==> config.mk <==
export PLATFORM = sky130hd
export DESIGN_NAME = kernel_feeder_flat
export DESIGN_NICKNAME = d
export VERILOG_FILES = /design/src/rtl/kernel_feeder_if.sv /design/src/rtl/kernel_feeder.sv /design/src/flat_wrapper.sv
export SDC_FILE = /design/constraint.sdc
export NUM_CORES = 1
export LEC_CHECK = 0
export CAP_MARGIN = 20
export CORE_UTILIZATION = 49
export CTS_CLUSTER_DIAMETER = 120
export CTS_CLUSTER_SIZE = 12
export DETAILED_ROUTE_END_ITERATION = 10
export GPL_ROUTABILITY_DRIVEN = 0
export PLACE_DENSITY = 0.9
export SLEW_MARGIN = 10
export SYNTH_ARGS = -nofsm -noshare
export SYNTH_HDL_FRONTEND = slang
export SYNTH_SLANG_ARGS = --single-unit
==> constraint.sdc <==
create_clock -name clk -period 8 [get_ports clk]
set_input_delay 2 -clock clk [delete_from_list [all_inputs] [get_ports clk]]
set_output_delay 2 -clock clk [all_outputs]
set_load 0.01 [all_outputs]
==> src/rtl/kernel_feeder_if.sv <==
// Sample-in / pair-out bundle between the sample source, kernel_feeder and the multiply-reduce stage.
// The slave modport is the feeder's view; the master modport is the surrounding logic's view.
interface kernel_feeder_if #(
    parameter int unsigned DATA_WIDTH  = 12,
    parameter int unsigned KERNEL_SIZE = 5
);
    logic                              kernel_feeder_ready_in;
    logic                              kernel_feeder_valid_in;
    logic [DATA_WIDTH-1:0]             kernel_feeder_data_in;
    logic [KERNEL_SIZE*DATA_WIDTH-1:0] kernel_feeder_weights_in;
    logic                              kernel_feeder_flush_in;
    logic                              kernel_feeder_ready_out;
    logic                              kernel_feeder_valid_out;
    logic [DATA_WIDTH-1:0]             kernel_feeder_dataa_out;
    logic [DATA_WIDTH-1:0]             kernel_feeder_datab_out;
    logic                              kernel_feeder_last_out;

    modport slave (
        input  kernel_feeder_valid_in,
        input  kernel_feeder_data_in,
        input  kernel_feeder_weights_in,
        input  kernel_feeder_flush_in,
        input  kernel_feeder_ready_out,
        output kernel_feeder_ready_in,
        output kernel_feeder_valid_out,
        output kernel_feeder_dataa_out,
        output kernel_feeder_datab_out,
        output kernel_feeder_last_out
    );

    modport master (
        output kernel_feeder_valid_in,
        output kernel_feeder_data_in,
        output kernel_feeder_weights_in,
        output kernel_feeder_flush_in,
        output kernel_feeder_ready_out,
        input  kernel_feeder_ready_in,
        input  kernel_feeder_valid_out,
        input  kernel_feeder_dataa_out,
        input  kernel_feeder_datab_out,
        input  kernel_feeder_last_out
    );
endinterface

==> src/rtl/kernel_feeder.sv <==
// Sliding-window feeder: holds KERNEL_SIZE samples and streams (sample, weight) pairs,
// one window per accepted sample once the window has filled (stride 1).
module kernel_feeder #(
    parameter int unsigned DATA_WIDTH  = 12,
    parameter int unsigned KERNEL_SIZE = 5
) (
    input  logic           clk,
    input  logic           rst,
    kernel_feeder_if.slave bus
);
    localparam int unsigned CW = $clog2(KERNEL_SIZE + 1);
    localparam logic [CW-1:0] FULL_CNT = CW'(KERNEL_SIZE);
    localparam logic [CW-1:0] LAST_IDX = CW'(KERNEL_SIZE - 1);

    typedef enum logic [1:0] {FILL, EMIT, SLIDE} state_e;

    state_e                               state_q;
    logic [KERNEL_SIZE-1:0][DATA_WIDTH-1:0] win_q;
    logic [KERNEL_SIZE-1:0][DATA_WIDTH-1:0] win_d;
    logic [KERNEL_SIZE-1:0][DATA_WIDTH-1:0] weights_c;
    logic [CW-1:0]                        fill_q, fill_d;
    logic [CW-1:0]                        idx_q, idx_d;
    logic                                 ready_q, valid_q, last_q;
    logic [DATA_WIDTH-1:0]                dataa_q, datab_q;
    logic                                 in_hs_c, out_hs_c;

    // Index 0 holds the oldest sample; a new sample enters at the top.
    assign weights_c = bus.kernel_feeder_weights_in;
    assign win_d     = {bus.kernel_feeder_data_in, win_q[KERNEL_SIZE-1:1]};
    assign fill_d    = fill_q + 1'b1;
    assign idx_d     = idx_q + 1'b1;
    assign in_hs_c   = bus.kernel_feeder_valid_in && ready_q;
    assign out_hs_c  = valid_q && bus.kernel_feeder_ready_out;

    always_ff @(posedge clk) begin
        if (rst) begin
            state_q <= FILL;
            ready_q <= 1'b1;
            valid_q <= 1'b0;
            last_q  <= 1'b0;
            dataa_q <= '0;
            datab_q <= '0;
            fill_q  <= '0;
            idx_q   <= '0;
        end else if (bus.kernel_feeder_flush_in) begin
            state_q <= FILL;
            ready_q <= 1'b1;
            valid_q <= 1'b0;
            last_q  <= 1'b0;
            fill_q  <= '0;
            idx_q   <= '0;
        end else begin
            case (state_q)
                FILL: begin
                    if (in_hs_c) begin
                        win_q  <= win_d;
                        fill_q <= fill_d;
                        if (fill_d == FULL_CNT) begin
                            state_q <= EMIT;
                            ready_q <= 1'b0;
                            valid_q <= 1'b1;
                            last_q  <= 1'b0;
                            dataa_q <= win_d[0];
                            datab_q <= weights_c[0];
                            idx_q   <= '0;
                        end
                    end
                end
                EMIT: begin
                    if (out_hs_c) begin
                        if (idx_q < LAST_IDX) begin
                            idx_q   <= idx_d;
                            dataa_q <= win_q[idx_d];
                            datab_q <= weights_c[idx_d];
                            last_q  <= (idx_d == LAST_IDX);
                        end else begin
                            state_q <= SLIDE;
                            ready_q <= 1'b1;
                            valid_q <= 1'b0;
                            last_q  <= 1'b0;
                        end
                    end
                end
                SLIDE: begin
                    // One new sample yields one full window starting on the next cycle.
                    if (in_hs_c) begin
                        win_q   <= win_d;
                        state_q <= EMIT;
                        ready_q <= 1'b0;
                        valid_q <= 1'b1;
                        last_q  <= 1'b0;
                        dataa_q <= win_d[0];
                        datab_q <= weights_c[0];
                        idx_q   <= '0;
                    end
                end
                default: state_q <= FILL;
            endcase
        end
    end

    assign bus.kernel_feeder_ready_in  = ready_q;
    assign bus.kernel_feeder_valid_out = valid_q;
    assign bus.kernel_feeder_dataa_out = dataa_q;
    assign bus.kernel_feeder_datab_out = datab_q;
    assign bus.kernel_feeder_last_out  = last_q;
endmodule

==> src/flat_wrapper.sv <==
// flat-port wrapper written by rule: the top's interface ports become plain ports
module kernel_feeder_flat 
#(
    parameter int unsigned DATA_WIDTH  = 12,
    parameter int unsigned KERNEL_SIZE = 5
)
  (clk, rst, bus_kernel_feeder_valid_in, bus_kernel_feeder_data_in, bus_kernel_feeder_weights_in, bus_kernel_feeder_flush_in, bus_kernel_feeder_ready_out, bus_kernel_feeder_ready_in, bus_kernel_feeder_valid_out, bus_kernel_feeder_dataa_out, bus_kernel_feeder_datab_out, bus_kernel_feeder_last_out);
  kernel_feeder_if #(.DATA_WIDTH(DATA_WIDTH), .KERNEL_SIZE(KERNEL_SIZE)) bus_i ();
  input  logic clk;
  input  logic rst;
  input wire logic [$bits(bus_i.kernel_feeder_valid_in)-1:0] bus_kernel_feeder_valid_in;
  input wire logic [$bits(bus_i.kernel_feeder_data_in)-1:0] bus_kernel_feeder_data_in;
  input wire logic [$bits(bus_i.kernel_feeder_weights_in)-1:0] bus_kernel_feeder_weights_in;
  input wire logic [$bits(bus_i.kernel_feeder_flush_in)-1:0] bus_kernel_feeder_flush_in;
  input wire logic [$bits(bus_i.kernel_feeder_ready_out)-1:0] bus_kernel_feeder_ready_out;
  output wire logic [$bits(bus_i.kernel_feeder_ready_in)-1:0] bus_kernel_feeder_ready_in;
  output wire logic [$bits(bus_i.kernel_feeder_valid_out)-1:0] bus_kernel_feeder_valid_out;
  output wire logic [$bits(bus_i.kernel_feeder_dataa_out)-1:0] bus_kernel_feeder_dataa_out;
  output wire logic [$bits(bus_i.kernel_feeder_datab_out)-1:0] bus_kernel_feeder_datab_out;
  output wire logic [$bits(bus_i.kernel_feeder_last_out)-1:0] bus_kernel_feeder_last_out;
  assign bus_i.kernel_feeder_valid_in = bus_kernel_feeder_valid_in;
  assign bus_i.kernel_feeder_data_in = bus_kernel_feeder_data_in;
  assign bus_i.kernel_feeder_weights_in = bus_kernel_feeder_weights_in;
  assign bus_i.kernel_feeder_flush_in = bus_kernel_feeder_flush_in;
  assign bus_i.kernel_feeder_ready_out = bus_kernel_feeder_ready_out;
  assign bus_kernel_feeder_ready_in = bus_i.kernel_feeder_ready_in;
  assign bus_kernel_feeder_valid_out = bus_i.kernel_feeder_valid_out;
  assign bus_kernel_feeder_dataa_out = bus_i.kernel_feeder_dataa_out;
  assign bus_kernel_feeder_datab_out = bus_i.kernel_feeder_datab_out;
  assign bus_kernel_feeder_last_out = bus_i.kernel_feeder_last_out;
  kernel_feeder #(.DATA_WIDTH(DATA_WIDTH), .KERNEL_SIZE(KERNEL_SIZE)) u_core (.clk(clk), .rst(rst), .bus(bus_i));
endmodule
==> run metrics <==
Synth Net Count 323; Seq/Total Area, Yosys 0.616; core area 7890 sq um; number of synthesized register bits 95; Final ANT Viol Nets 0; final setup vio count 0; Post-CTS Hold Buffers 0; maximum VDD drop 93.3 uV; Antenna Cells 0; Initial Util 0.515; fin crit share 0.467; CTS tree built; CP max stage delay 0.61 ns; Root Driver clkbuf_8; critical path peak fanout 60; Reg power frac 0.573; Startpoint Class primary input; Resize count post-CTS 0; Worst slew margin 0.368; Synth Instances 242; share of layout cells above drive strength 1 0.138; Warnings, synthesis 0; sw frac 0.207; Cell Pwr Density 173 nW/um^2; DP Cell Count 432; Synth top area share 0.443; commonest non-fill, non-tap cell in the layout clkdlybuf4s50_1; run status finished, final reports clean; initial antenna violation count 0; most frequent cells in the layout clkdlybuf4s50_1, edfxtp_1, dfxtp_1, a222oi_1, o2bb2ai_1; P_sw 193 uW; Crit path max-delay family buffers and inverters; Remaining DRCs 0; worst path cell trace clkdlybuf4s50_1 > or2_2 > nor3_2 > buf_4; Die W 93.1 um; required time worst endpoint 7.99 ns; Logic pwr share 0.070; Fin Clk Skew 0.0117 ns; Distinct cells, synth 38; WS Path Type in2reg; First DRT Iteration DRCs 258; Cell Int Power 737 uW; drt first pass iters 5; Synth area leader edfxtp_1; Nets 424; Worst-Margin Slew 0.947 ns; post-synthesis area per instance 16.8 sq um; DR vias 2801; clock share of power 0.357; fillers 531; die height 93.1 um; final hold vios 0; post-DR vias/cell 6.22; htree depth 3; Clk pin slew, worst setup/hold paths 0.09 ns; fin. max-slew vios 0; Final Non-Filler Cells 450; DP HPWL 6200 um; worst hold path type reg2reg; port buffer count 103; latest clock arrival within the worst-skew pair 0.36 ns; Tmin final 3.73 ns; fmax 268 MHz; die area 8660 sq um; I/O pins 104; row count 32; Critical-path top delay cell buf_4; leading post-synthesis cells by cell area edfxtp_1, dfxtp_1, mux4_2; total CTS buffers 9; wire per inst 21.2 um; number of global-route vias before repair 2859; Max Cap Viol 0; Post-CTS Repair Setup Buffers 0; Hold WS 0.457 ns; global route total overflow 0; Lkg Pwr 1.73 nW; maximum number of pins on one net before global-route repair 61; RSZ-0062 raised after global routing no; Sink Count 95; total global routing track utilization 0.225; Post-Syn Area 4060 sq um; Final TNS setup 0 ns; first-pass GRT wire length 14500 um; clock buffer depth 2; Area Growth Syn to Fin 32.1%; WP data arrival 3.72 ns; Critical Path End Type flop; crit path buf inv count 2; Detailed Route WL 9520 um
-- worst paths after layout --
check	end	cells past startpoint	slack [ns]	startpoint
worst max-delay path	u_core.win_q[9]	4	4.27	rst
worst min-delay path	u_core.win_d[14]	0	0.46	u_core.win_d[26]
worst max register to register	u_core.bus.kernel_feeder_dataa_out[10]	6	4.99	u_core.idx_q[0]
worst min register to register	u_core.win_d[14]	0	0.46	u_core.win_d[26]
-- cells in the mapped netlist (all sizes together) --
cell	number
a21o	2
a21oi	4
a221o	1
a222oi	24
a31oi	2
and3b	1
and4b	1
and4bb	1
buf	16
clkbuf	3
dfxtp	35
edfxtp	60
ha	4
inv	2
mux2i	1
mux4	24
nand2	5
nand2b	3
nand3	2
nand3b	3
nor2	7
nor2b	1
nor3	1
nor3b	1
nor4bb	1
o211a	1
o211ai	1
o21a	1
o2bb2ai	24
o31ai	1
or2	3
or3	2
xnor2	1
xor2	3
-- cells by family (layout without fill, tap and decap cells) --
kind of cell,count (synthesis),after routing,synth area share
buffers and inverters,21,127,0.0394
AO/OA/AOI/OAI,61,61,0.136
multiplexers,25,25,0.141
adder cells (fa/ha/maj),4,4,0.0123
flip-flops,95,95,0.616
XOR/XNOR,4,4,0.00862
AND/OR/NAND/NOR,32,32,0.0462
-- area by class of cell --
class,instances,area (sq um),share of cell area
Tap cell,102,128,0.0238
Multi-Input combinational cell,126,1420,0.265
Timing Repair Buffer,109,1090,0.203
Inverter,2,7.51,0.00140
Clock inverter,6,67.6,0.0126
Sequential cell,95,2500,0.467
Clock buffer,10,149,0.0278
-- metal layers --
layer	share of wire	vias to the layer above	GRT usage	routed length, um
met5	0	-	0	0
met4	0.023	0	0.112	215
met3	0.084	15	0.0520	799
met2	0.49	153	0.392	4710
met1	0.40	1394	0.259	3790
li1	-	1239	-	-
-- power by group through the flow --
stage	Combinational [mW]	Sequential [mW]	Clock, mW
floorplan	0.0208	0.543	0
global placement	0.0621	0.542	0
detailed placement	0.0641	0.544	0
CTS	0.0644	0.532	0.337
global route	0.0693	0.533	0.354
finish	0.0654	0.533	0.332
-- through the flow --
step	utilization	total power, mW	worst slack, ns	cell area [sq um]
2_1_floorplan	-	0.564	0.769	4060
3_3_place_gp	0.649	0.605	3.94	5120
3_5_place_dp	0.649	0.608	3.88	5120
4_1_cts	0.677	0.934	4.27	5340
5_1_grt	0.680	0.957	4.18	5370
6_report	0.680	0.930	4.27	5370
-- flip-flops by register name, summed over array words and instances, names as in the netlist --
register                            count
u_core.bus.kernel_feeder_last_out       1
u_core.state_q                          2
u_core.fill_q                           3
u_core.bus.kernel_feeder_valid_out      1
u_core.bus.kernel_feeder_ready_in       1
u_core.win_d                           48
u_core.bus.kernel_feeder_dataa_out     12
u_core.win_q                           12
u_core.idx_q                            3
u_core.bus.kernel_feeder_datab_out     12
-- worst reg2reg max path, cell delays in order, from the launching register on --
cell       delay (ns)
dfxtp_2          0.95
ha_1             0.42
buf_4            0.27
nor4bb_4         0.66
buf_4            0.35
a222oi_1         0.10
o2bb2ai_1        0.17
Note: power is estimated with default switching activity, not from simulation.
